<file path="src/rtl/uart_pkg.sv">
// uart_pkg
// Shared types and helpers for the UART blocks.
//   uart_rx_state_t : receiver FSM states
//   tick_divisor()  : clocks per tick for a given clock / tick rate
package uart_pkg;

    typedef enum logic [2:0] {
        WAIT_IDLE,
        IDLE,
        START,
        DATA,
        STOP
    } uart_rx_state_t;

    // Rounds clk_freq/rate to the nearest whole clock count and never
    // returns less than one, so a tick rate equal to the clock rate
    // degenerates cleanly into "tick every clock".
    function automatic int tick_divisor(input real clk_freq, input real rate);
        int div;
        div = $rtoi(clk_freq / rate + 0.5);
        if (div < 1) begin
            div = 1;
        end
        return div;
    endfunction

endpackage

</file>
<file path="src/rtl/uart_baudrate_gen.sv">
// uart_baudrate_gen
// Free-running divider producing a one-clock tick at BAUDRATE ticks/s.
//   clk     in  system clock, rising edge
//   reset_n in  asynchronous, active-low reset
//   tick    out one-clock pulse every tick_divisor(CLK_FREQ, BAUDRATE) clocks
module uart_baudrate_gen
    import uart_pkg::*;
#(
    parameter real CLK_FREQ = 100.0e6,
    parameter real BAUDRATE = 115_200.0
) (
    input  logic clk,
    input  logic reset_n,
    output logic tick
);

    localparam int            DIV  = tick_divisor(CLK_FREQ, BAUDRATE);
    localparam int            CW   = (DIV > 1) ? $clog2(DIV) : 1;
    localparam logic [CW-1:0] LAST = CW'(DIV - 1);

    logic [CW-1:0] cnt_q;
    logic [CW-1:0] cnt_d;

    // The tick is the terminal count itself; with DIV=1 the counter sits at
    // zero and the tick is permanently high.
    always_comb begin
        tick  = (cnt_q == LAST);
        cnt_d = tick ? '0 : cnt_q + CW'(1);
    end

    // Divider count register.
    always_ff @(posedge clk or negedge reset_n) begin
        if (!reset_n) begin
            cnt_q <= '0;
        end else begin
            cnt_q <= cnt_d;
        end
    end

endmodule

</file>
<file path="src/rtl/uart_rx.sv">
// uart_rx
// 8N1 (by default) UART receiver, LSB first, 16x oversampled.
//   clk          in  system clock, rising edge
//   reset        in  asynchronous, active-high reset
//   rx           in  serial line, asynchronous to clk, idles high
//   rx_data      out received byte, valid while rx_valid=1
//   rx_valid     out holding register full
//   rx_ready     in  consumer accepts; transfer on rx_valid & rx_ready
//   rx_frame_err out 1-clk pulse: stop bit sampled 0, byte dropped
//   rx_overrun   out 1-clk pulse: byte completed while holding register full
module uart_rx
    import uart_pkg::*;
#(
    parameter real CLK_FREQ   = 100.0e6,
    parameter real BAUDRATE   = 115_200.0,
    parameter int  OVERSAMPLE = 16,
    parameter int  DATA_BITS  = 8
) (
    input  logic                 clk,
    input  logic                 reset,
    input  logic                 rx,
    output logic [DATA_BITS-1:0] rx_data,
    output logic                 rx_valid,
    input  logic                 rx_ready,
    output logic                 rx_frame_err,
    output logic                 rx_overrun
);

    localparam int            TW     = $clog2(OVERSAMPLE);
    localparam int            NW     = (DATA_BITS > 1) ? $clog2(DATA_BITS) : 1;
    localparam logic [TW-1:0] T_HALF = TW'(OVERSAMPLE / 2 - 1);
    localparam logic [TW-1:0] T_LAST = TW'(OVERSAMPLE - 1);
    localparam logic [NW-1:0] N_LAST = NW'(DATA_BITS - 1);

    uart_rx_state_t       state_q, state_d;
    logic                 sync1_q, sync1_d;
    logic                 sync2_q, sync2_d;
    logic [TW-1:0]        t_q, t_d;
    logic [NW-1:0]        n_q, n_d;
    logic [DATA_BITS-1:0] shift_q, shift_d;
    logic [DATA_BITS-1:0] data_q, data_d;
    logic                 valid_q, valid_d;
    logic                 frame_err_q, frame_err_d;
    logic                 overrun_q, overrun_d;

    logic s_tick;
    logic rxs;
    logic half_point;
    logic bit_end;
    logic stop_sample;
    logic commit;
    logic frame_bad;

    uart_baudrate_gen #(
        .CLK_FREQ (CLK_FREQ),
        .BAUDRATE (BAUDRATE * OVERSAMPLE)
    ) u_tick_gen (
        .clk     (clk),
        .reset_n (~reset),
        .tick    (s_tick)
    );

    // Decode of the shared tick counter and the stop-bit decision point.
    always_comb begin
        sync1_d     = rx;
        sync2_d     = sync1_q;
        rxs         = sync2_q;
        half_point  = (t_q == T_HALF);
        bit_end     = (t_q == T_LAST);
        stop_sample = s_tick && (state_q == STOP) && bit_end;
        commit      = stop_sample && rxs;
        frame_bad   = stop_sample && !rxs;
    end

    // All state, including the two-flop synchroniser which resets to the
    // idle level.
    always_ff @(posedge clk or posedge reset) begin
        if (reset) begin
            state_q     <= WAIT_IDLE;
            sync1_q     <= 1'b1;
            sync2_q     <= 1'b1;
            t_q         <= '0;
            n_q         <= '0;
            shift_q     <= '0;
            data_q      <= '0;
            valid_q     <= 1'b0;
            frame_err_q <= 1'b0;
            overrun_q   <= 1'b0;
        end else begin
            state_q     <= state_d;
            sync1_q     <= sync1_d;
            sync2_q     <= sync2_d;
            t_q         <= t_d;
            n_q         <= n_d;
            shift_q     <= shift_d;
            data_q      <= data_d;
            valid_q     <= valid_d;
            frame_err_q <= frame_err_d;
            overrun_q   <= overrun_d;
        end
    end

    // Next-state logic. WAIT_IDLE insists on a full bit time of high line
    // before arming: straight after reset the synchroniser still holds its
    // reset value of 1, and trusting that would let a reset in mid-frame
    // decode the tail of the frame as a new byte.
    always_comb begin
        state_d = state_q;
        if (s_tick) begin
            case (state_q)
                WAIT_IDLE: if (rxs && bit_end)  state_d = IDLE;
                IDLE:      if (!rxs)            state_d = START;
                START:     if (half_point)      state_d = rxs ? IDLE : DATA;
                DATA:      if (bit_end && (n_q == N_LAST)) state_d = STOP;
                STOP:      if (bit_end)         state_d = rxs ? IDLE : WAIT_IDLE;
                default:                        state_d = WAIT_IDLE;
            endcase
        end
    end

    // Tick counter, bit counter and shift register. In WAIT_IDLE the tick
    // counter measures how long the line has been continuously high.
    always_comb begin
        t_d     = t_q;
        n_d     = n_q;
        shift_d = shift_q;
        if (s_tick) begin
            case (state_q)
                WAIT_IDLE: begin
                    t_d = (!rxs || bit_end) ? '0 : t_q + TW'(1);
                    n_d = '0;
                end
                IDLE: begin
                    t_d = '0;
                    n_d = '0;
                end
                START: begin
                    t_d = half_point ? '0 : t_q + TW'(1);
                    n_d = '0;
                end
                DATA: begin
                    if (bit_end) begin
                        shift_d[n_q] = rxs;
                        t_d          = '0;
                        n_d          = (n_q == N_LAST) ? '0 : n_q + NW'(1);
                    end else begin
                        t_d = t_q + TW'(1);
                    end
                end
                STOP: begin
                    t_d = bit_end ? '0 : t_q + TW'(1);
                end
                default: begin
                    t_d = '0;
                    n_d = '0;
                end
            endcase
        end
    end

    // Holding register and flag pulses. A consumer taking the old byte in
    // the same clock as a commit makes room for the new one, so that case
    // loads rather than overruns.
    always_comb begin
        data_d      = data_q;
        valid_d     = valid_q;
        frame_err_d = frame_bad;
        overrun_d   = 1'b0;
        if (commit) begin
            if (!valid_q || rx_ready) begin
                data_d  = shift_q;
                valid_d = 1'b1;
            end else begin
                overrun_d = 1'b1;
            end
        end else if (valid_q && rx_ready) begin
            valid_d = 1'b0;
        end
    end

    assign rx_data      = data_q;
    assign rx_valid     = valid_q;
    assign rx_frame_err = frame_err_q;
    assign rx_overrun   = overrun_q;

endmodule

</file>
<file path="config.mk">
export PLATFORM = sky130hd
export DESIGN_NAME = uart_rx
export DESIGN_NICKNAME = d
export VERILOG_FILES = /design/src/rtl/uart_pkg.sv /design/src/rtl/uart_baudrate_gen.sv /design/src/rtl/uart_rx.sv
export SDC_FILE = /design/constraint.sdc
export NUM_CORES = 1
export LEC_CHECK = 0
export CAP_MARGIN = 20
export CELL_PAD_IN_SITES_DETAIL_PLACEMENT = 0
export CELL_PAD_IN_SITES_GLOBAL_PLACEMENT = 1
export CORE_MARGIN = 4
export CORE_UTILIZATION = 40
export DETAILED_ROUTE_END_ITERATION = 8
export GPL_TIMING_DRIVEN = 1
export PLACE_DENSITY = 0.71
export REMOVE_ABC_BUFFERS = 1
export SYNTH_ARGS = -nofsm -noshare
export SYNTH_HDL_FRONTEND = slang
export SYNTH_SLANG_ARGS = --single-unit
</file>
<file path="constraint.sdc">
create_clock -name clk -period 1.9 [get_ports clk]
set_clock_uncertainty 0.1 [all_clocks]
set_input_delay 0.38 -clock clk [delete_from_list [all_inputs] [get_ports clk]]
set_output_delay 0.38 -clock clk [all_outputs]
set_load 0.01 [all_outputs]
</file>
== Yosys cells after proc, flatten, opt, wreduce, memory -nomap -nowiden ==
Cells that the tools add are included.

* Add/subtract/negate cells: 3
* $lt $le $gt $ge: 2
* Eq/ne operators: 15
* Muxes and demuxes: 24
* Bitwise operators: 1
* Reduce and logical (&&, ||, !) cells: 20

{| class="wikitable"
|+ Operators by type and width
! operator !! number
|-
| two-way mux 3 bit || 7
|-
| one-hot mux 3 bit (5 select lines) || 1
|-
| two-way mux 4 bit || 3
|-
| inequality test 2 bit (second input constant) || 6
|-
| one-hot mux 4 bit (3 select lines) || 1
|-
| bitwise mux 8 bit || 1
|-
| logical AND 1 bit || 8
|-
| two-way mux 1 bit || 7
|-
| adder 6 x 1 -> 6 bit (second input constant) || 1
|-
| equality test 3 x 2 -> 1 bit (second input constant) || 2
|-
| equality test 3 bit (second input constant) || 2
|-
| equality test 6 bit (second input constant) || 1
|-
| two-way mux 6 bit || 1
|-
| one-hot mux 3 bit (2 select lines) || 1
|-
| AND reduction 3 bit || 2
|-
| AND reduction 6 bit || 1
|-
| adder 4 x 1 -> 4 bit (second input constant) || 1
|-
| equality test 4 x 3 -> 1 bit (second input constant) || 1
|-
| equality test 4 bit (second input constant) || 1
|-
| less-than comparator 3 x 4 -> 1 bit (second input constant) || 1
|-
| AND reduction 2 bit || 2
|-
| adder 3 x 1 -> 3 bit (second input constant) || 1
|-
| demux 1 bit (select 3 bit) || 1
|-
| equality test 3 x 1 -> 1 bit (second input constant) || 1
|-
| other kinds (9) || 11
|}

* Flip-flop bits (word level): 37
* Input bits: 4
* Output and inout bits: 11
* Logic and storage cells: 76

== Logic depth before layout (Yosys ltp) ==
Gate-level depths: netlist of run 1.

* Word-level depth: 6
* Gate-level depth with buffers: 7
* Depth with buffers taken out: 6

== Modules after synthesis ==
A second synthesis of run 1 with hierarchy kept.

* Cell total of the unflattened synthesis: 161
* Area, all modules: 1,833.0 um2

{| class="wikitable"
|+ By module, submodules not included
! module !! times used !! cells an instance !! area an instance (um2) !! sequential area each (um2)
|-
| uart_rx || 1 || 133 || 1,554.0 || 778.2
|-
| uart_baudrate_gen || 1 || 28 || 279.0 || 150.1
|}

== Worst setup path before layout of run 1 ==
OpenSTA, ideal clock, no wires.

* Path kind: reg2reg
* Start point: register t_q[0]
* End point: register shift_q[4]
* Arrival time: 1.688 ns
* Slack: -0.015 ns
* Stages on the path, launching flop included: 6
* Path through: dfrtp_1 ha_1 nand3_2 nor4_4 and4bb_2 mux2_1

* Word-level cells in the longest chain between the ends: 2

{| class="wikitable"
|+ Ends and longest elaborated chain
! what !! RTL line !! source
|-
| from (decl) || uart_rx.sv:38 || <nowiki>logic [TW-1:0] t_q, t_d;</nowiki>
|-
| from (signal assigned) || uart_rx.sv:93 || <nowiki>t_q <= t_d;</nowiki>
|-
| equality test 4 bit || uart_rx.sv:69 || <nowiki>bit_end = (t_q == T_LAST);</nowiki>
|-
| AND reduction 3 bit (no source line) || n/a ||
|-
| to (signal assigned) || uart_rx.sv:95 || <nowiki>shift_q <= shift_d;</nowiki>
|-
| to (decl) || uart_rx.sv:40 || <nowiki>logic [DATA_BITS-1:0] shift_q, shift_d;</nowiki>
|}

Every way passes these cells.
A chain may end at the register's enable or synchronous reset.

== Worst setup path in the final report of run 1 ==
* Start point: register t_q[1]
* End point: register shift_q[4]

Same word-level chain as after synthesis.

==> results.cfg, run 1 <==
[outcome]
status = complete, no violations

[logic_synthesis]
synthTopCellsByCount = dfrtp_1 (35), mux2_2 (14), nor2_1 (11)
yosys.area_share.simple_pct = 20.9
ys_seq_area_share_pct = 50.9
synth_area_leaders = dfrtp_1 (48%), mux2_2 (8.6%), mux2_1 (3.7%)
synth_edf_count = 0
synth_xor_area_share_pct = 1.44
synth_compound_area_share_pct = 8.16
synth_area_mm2 = 0.00183
muxShareOfSynthArea_pct = 12.3
ys_ff_latch = 37
synth.distinct_cells = 43
avgSynthCellArea_um2 = 11.4
ys_async_sr_fraction_pct = 100
synth_warnings = 0
synth_ff_type = dfrtp_1
yosysTopAreaCell = dfrtp_1
synth_top_area_share_pct = 48.0
synth_fa_ha_area_share_pct = 3.43
synth_top_family_by_area = simple AND/OR/NAND/NOR gates
netlist_instances = 160
yosys.cell_count.top_type = dfrtp_1

[layout]
nNetsFinal = 208
num-fill-cells = 386
drive_gt1_share_pct = 29.5
ff_latch_area_um2 = 928
syn_to_final_growth_pct = 30.2
antenna_cells = 0
fin_util_pct = 54.2
multiInputGateArea_um2 = 888

[worst_setup_path]
end_kind = flip-flop
critPathLaunchType = flip-flop
crit_required_ns = 1.97
cp_max_fo = 8
crit_type = reg2reg
cp.arrival_ns = 1.95
worstRegToRegCells = 6

[floorplan]
die_x_um = 75.6
dieArea_mm2 = 0.00571
core_area_mm2 = 0.00438
die_y_um = 75.6
rows = 24
start_util_pct = 41.6
io_pins = 15

[global_route]
track_usage_pct = 14.4
overflow = 0
met3_usage_pct = 3.56
grt_pass1_wl_um = 6220
use_met1_pct = 17.6
grt-busiest-layer = met2
grt_max_degree = 38
grt_util_met2_pct = 24.4
antenna_found_initial = 0
first_global_vias = 1382

[sta]
finalSetupViolations = 0
fin_hold_ws_ns = 0.258
fmax_mhz = 532
period_share_pct = 98.9
tns_ns = 0
setup_ws_ns = 0.0208
hold_viol = 0
rsz0062_at_grt = yes
finalMaxSlewViolations = 0
period_needed_ns = 1.88
slew_headroom_pct = 77.0
worst_pin_slew_ns = 0.344

[power]
p_total_mw = 1.54
p_leak_nw = 1.07
power.density_mw_per_mm2 = 650
ir_worst_vdd_v = 0.000313

[clock_tree]
cts_made_buffers = 5
clk_pin_slew_ns = 0.08
clockBufferDepth = 2
insertion_delay_ns = 0.29
cts-root-buf = clkbuf_8
cts_tree = done
h-tree-depth = 2
cts.sinks = 37

[drt]
routed_wl_um = 3750
vias_per_cell = 5.42
first_pass_iters = 4
drt_iter0_drc = 32
drt.antenna.violating_nets = 0
vias = 1366
drc_errors = 0
avgRoutedWirePerCell_um = 14.9

[placed_design]
dp_hpwl_um = 2710
port_buffers = 14
place_congestion = 0.846
pre_cts_ws_ns = -0.0337

[hold_path]
hold-path-cell-count = 0
min_path_type = reg2reg

[run]
drv_cap = 0
cell usage in the layout, fill, tap and decap left out, types with 2 or more instances in the layout:
cell and count:
a21oi_1 3, mux2_1 6, nand4_1 3, o21ai_0 4, mux2_2 14, buf_4 23, clkbuf_8 6, clkdlybuf4s50_1 14
nor2_1 10, nand3_1 7, nor3b_1 3, o211ai_1 2, inv_1 6, dfrtp_1 35, nand3b_1 4, xor2_1 2
nand4b_1 4, nor3_1 2, a31oi_1 2, ha_1 4, and3_1 2, dfstp_2 2, nand2b_1 3, buf_12 2
nand2_1 9
final cells by class:
| class | count | area share [%] |
|---|---|---|
| multi-input cells | 110 | 37.4 |
| flip-flops and latches | 37 | 39.1 |
| clock inverters | 2 | 1.58 |
| inverters | 6 | 0.947 |
| repair buffers | 39 | 14.8 |
| well taps | 52 | 2.74 |
| clock buffers | 6 | 3.47 |
timing repair:
item	in CTS	in global routing
setup endpoints to repair	6	14
hold buffers	0	0
gates resized for setup	4	5
buffers inserted	0	2
pin swaps	2	2
routing by layer:
layer  vias to the layer above  wire, µm
met1                       667      1690
met2                        30      1920
met4                         0        26
met5                         -         0
li1                        665         -
met3                         4       119
where the power goes:
group	total (mW)	internal (mW)	leakage, nW	switching, mW
registers	0.794	0.791	0.496	0.00358
clock network	0.710	0.427	0.0574	0.283
logic	0.0399	0.0165	0.513	0.0234
kinds of logic after synthesis:
logic type                 count (synthesis)
AOI/OAI and AO/OA                         22
xor gates and xnor gates                   3
adders and majority gates                  5
buffers and inverters                     13
DFF                                       37
muxes                                     20
and+or+nand+nor                           60
sequential cells by signal, summed over array words and instances (netlist names):
| register | cells |
|---|---|
| sync1_q | 1 |
| t_q | 4 |
| rx_data | 8 |
| state_q | 3 |
| n_q | 3 |
| rx_frame_err | 1 |
| shift_q | 8 |
| u_tick_gen.cnt_q | 6 |
| rxs | 1 |
| rx_overrun | 1 |
| rx_valid | 1 |
worst paths after layout:
| check | start | slack, ns | endpoint |
|---|---|---|---|
| max | t_q[1] | 0.02 | shift_q[4] |
| min | sync1_q | 0.26 | rxs |
| max reg2reg | t_q[1] | 0.02 | shift_q[4] |
| min reg2reg | sync1_q | 0.26 | rxs |
| max in group asynchronous | reset | 1.12 | sync1_q |
| min in group asynchronous | reset | 0.34 | u_tick_gen.cnt_q[2] |
critical path, stage by stage, from the launching register on:
cell      delay (ns)
dfrtp_1         0.40
ha_4            0.16
nand3_2         0.12
nor4_4          0.26
buf_4           0.18
and4bb_2        0.23
mux2_1          0.31
per-stage QoR:
step	area (µm²)	cells
final	2380	252
after global routing	2380	252
after CTS	2330	250
after detailed placement	2200	242
after global placement	2200	242
after floorplan	1800	153
No activity file was read; power rests on OpenSTA's default activity.
==> run 2, diff against run 1 <==
Settings changed: CTS_BUF_LIST set to sky130_fd_sc_hd__clkbuf_8 sky130_fd_sc_hd__clkbuf_16, SLEW_MARGIN set to 30.
==> results of run 2 <==
Final layout, timing and power as in run 1 (identical DEF).
==> edit: new RTL, flow settings as in run 1 <==
Set the parameter `DATA_BITS` to 4 (it was 8).
--- a/src/rtl/uart_rx.sv
+++ b/src/rtl/uart_rx.sv
@@ -16,3 +16,3 @@
     parameter int  OVERSAMPLE = 16,
-    parameter int  DATA_BITS  = 8
+    parameter int  DATA_BITS  = 4
 ) (
Interface: changed (resized rx_data); port bits go from 15 to 11. No check against the original RTL was run, so the function may have changed too.
==> edit against run 1 <==
Total power fell by 41%; final area fell by 31%; worst setup slack improved by 0.088 ns; non-clock buffer count fell by 23; clock power fell by 60%; sequential cell count fell by 9; routed wire length fell by 35%; synthesized area fell by 21%; largest cell class unchanged.
==> edit: results (changes against run 1) <==
* CP max FO at 5 (-3)
* CP max stage delay at 0.45 ns (+0.05 ns)
* Total global-route track usage at 12.4% (-1.9 points)
* Final wirelength at 2430 µm (-35%)
* Placer Congestion at 0.738 (-13%)
* Vias in the first global route at 943 (-32%)
* I/O Buffers at 10 (-4)
* Least-Margin Pin Slew at 0.383 ns (+0.0395 ns)
* Placed instance area at 1590 µm² (-27%)
* CTS Buf Count at 3 (-2)
* Filler Cell Count at 307 (-20%)
* CTS Root Cell: clkbuf_4
* Crit path DAT at 1.91 ns (-0.04 ns)
* P_leak at 0.000734 µW (-31%)
* Pin count of the biggest net entering global routing at 29 (-24%)
* Status: finished clean
* Critical Path End: rx_data[0]
* Seq/Total Area, Yosys at 49.0% (-1.9 points)
* Dpl hpwl at 1850 µm (-32%)
* Share of layout cells above drive strength 1 at 22.5% (-7.0 points)
* Clock latency on the worst-skew pair at 0.31 ns (+0.02 ns)
* Area contributors post-synth: dfrtp_1 (45%), mux2_2 (7.8%), ha_1 (6.1%)
* First-pass GRT wire length at 4440 µm (-29%)
* Worst-case reg-to-reg path depth at 4 (-2)
* Clock slew at reported path FFs at 0.15 ns (+0.07 ns)
* Iter 0 DRT Violations at 30 (-6.3%)
==> edit: power by group <==
part	switching (µW)	internal (µW)	leakage, µW
sequential	3.98	600	0.000368
combinational	14.0	9.82	0.000345
clock	165	117	0.0000210
total	183	727	0.000734
==> edit: layout make-up <==
cell class	count	share of cell area, %
Clock buffer	4	2.22
Inverter	6	1.38
Multi-Input combinational cell	88	41.0
Sequential cell	28	43.0
Tap cell	46	3.51
Timing Repair Buffer	16	8.86
==> edit: stage by stage <==
stage	cells	setup slack [ns]	utilization, %	hold WS, ns
2_1_floorplan	122	0.0241	-	0.245
3_3_place_gp	184	0.128	47.0	0.247
3_5_place_dp	184	0.0806	47.0	0.247
4_1_cts	188	0.0488	48.1	0.267
5_1_grt	188	0.0176	48.3	0.274
6_report	188	0.109	48.3	0.265
==> edit: cell families (layout without fill, tap and decap cells) <==
kind of cell / Yosys count / after routing / synth area share [%]
and+or+nand+nor: 50 / 50 / 20.6
AOI/OAI and AO/OA: 16 / 16 / 8.71
xor gates and xnor gates: 5 / 5 / 3.05
DFF: 28 / 28 / 49.0
muxes: 10 / 10 / 7.84
buffers and inverters: 12 / 26 / 4.70
adders and majority gates: 7 / 7 / 6.10
==> edit: how the worst min path moves through the flow <==
stage,startpoint,endpoint,slack (ns),cells past startpoint
2_1_floorplan,sync1_q,rxs,0.25,0
3_3_place_gp,sync1_q,rxs,0.25,0
3_5_place_dp,sync1_q,rxs,0.25,0
4_1_cts,sync1_q,rxs,0.27,0
5_1_grt,sync1_q,rxs,0.27,0
6_report,sync1_q,rxs,0.27,0
==> edit: worst register-to-register path: stages, from the launching register on <==
cell,delay [ns]
dfrtp_1,0.45
and4b_1,0.29
and2_1,0.24
and4_4,0.28
mux2_2,0.34
==> edit: repair_timing <==
action | CTS | global route
gates resized for setup | 0 | 3
setup buffers | 0 | 0
endpoints found under the setup margin | 0 | 4
==> edit: layer usage <==
layer,wire [µm],GRT usage (%)
met5,0,0
met4,19,3.72
met3,94,1.97
met2,1110,20.2
met1,1210,16.9
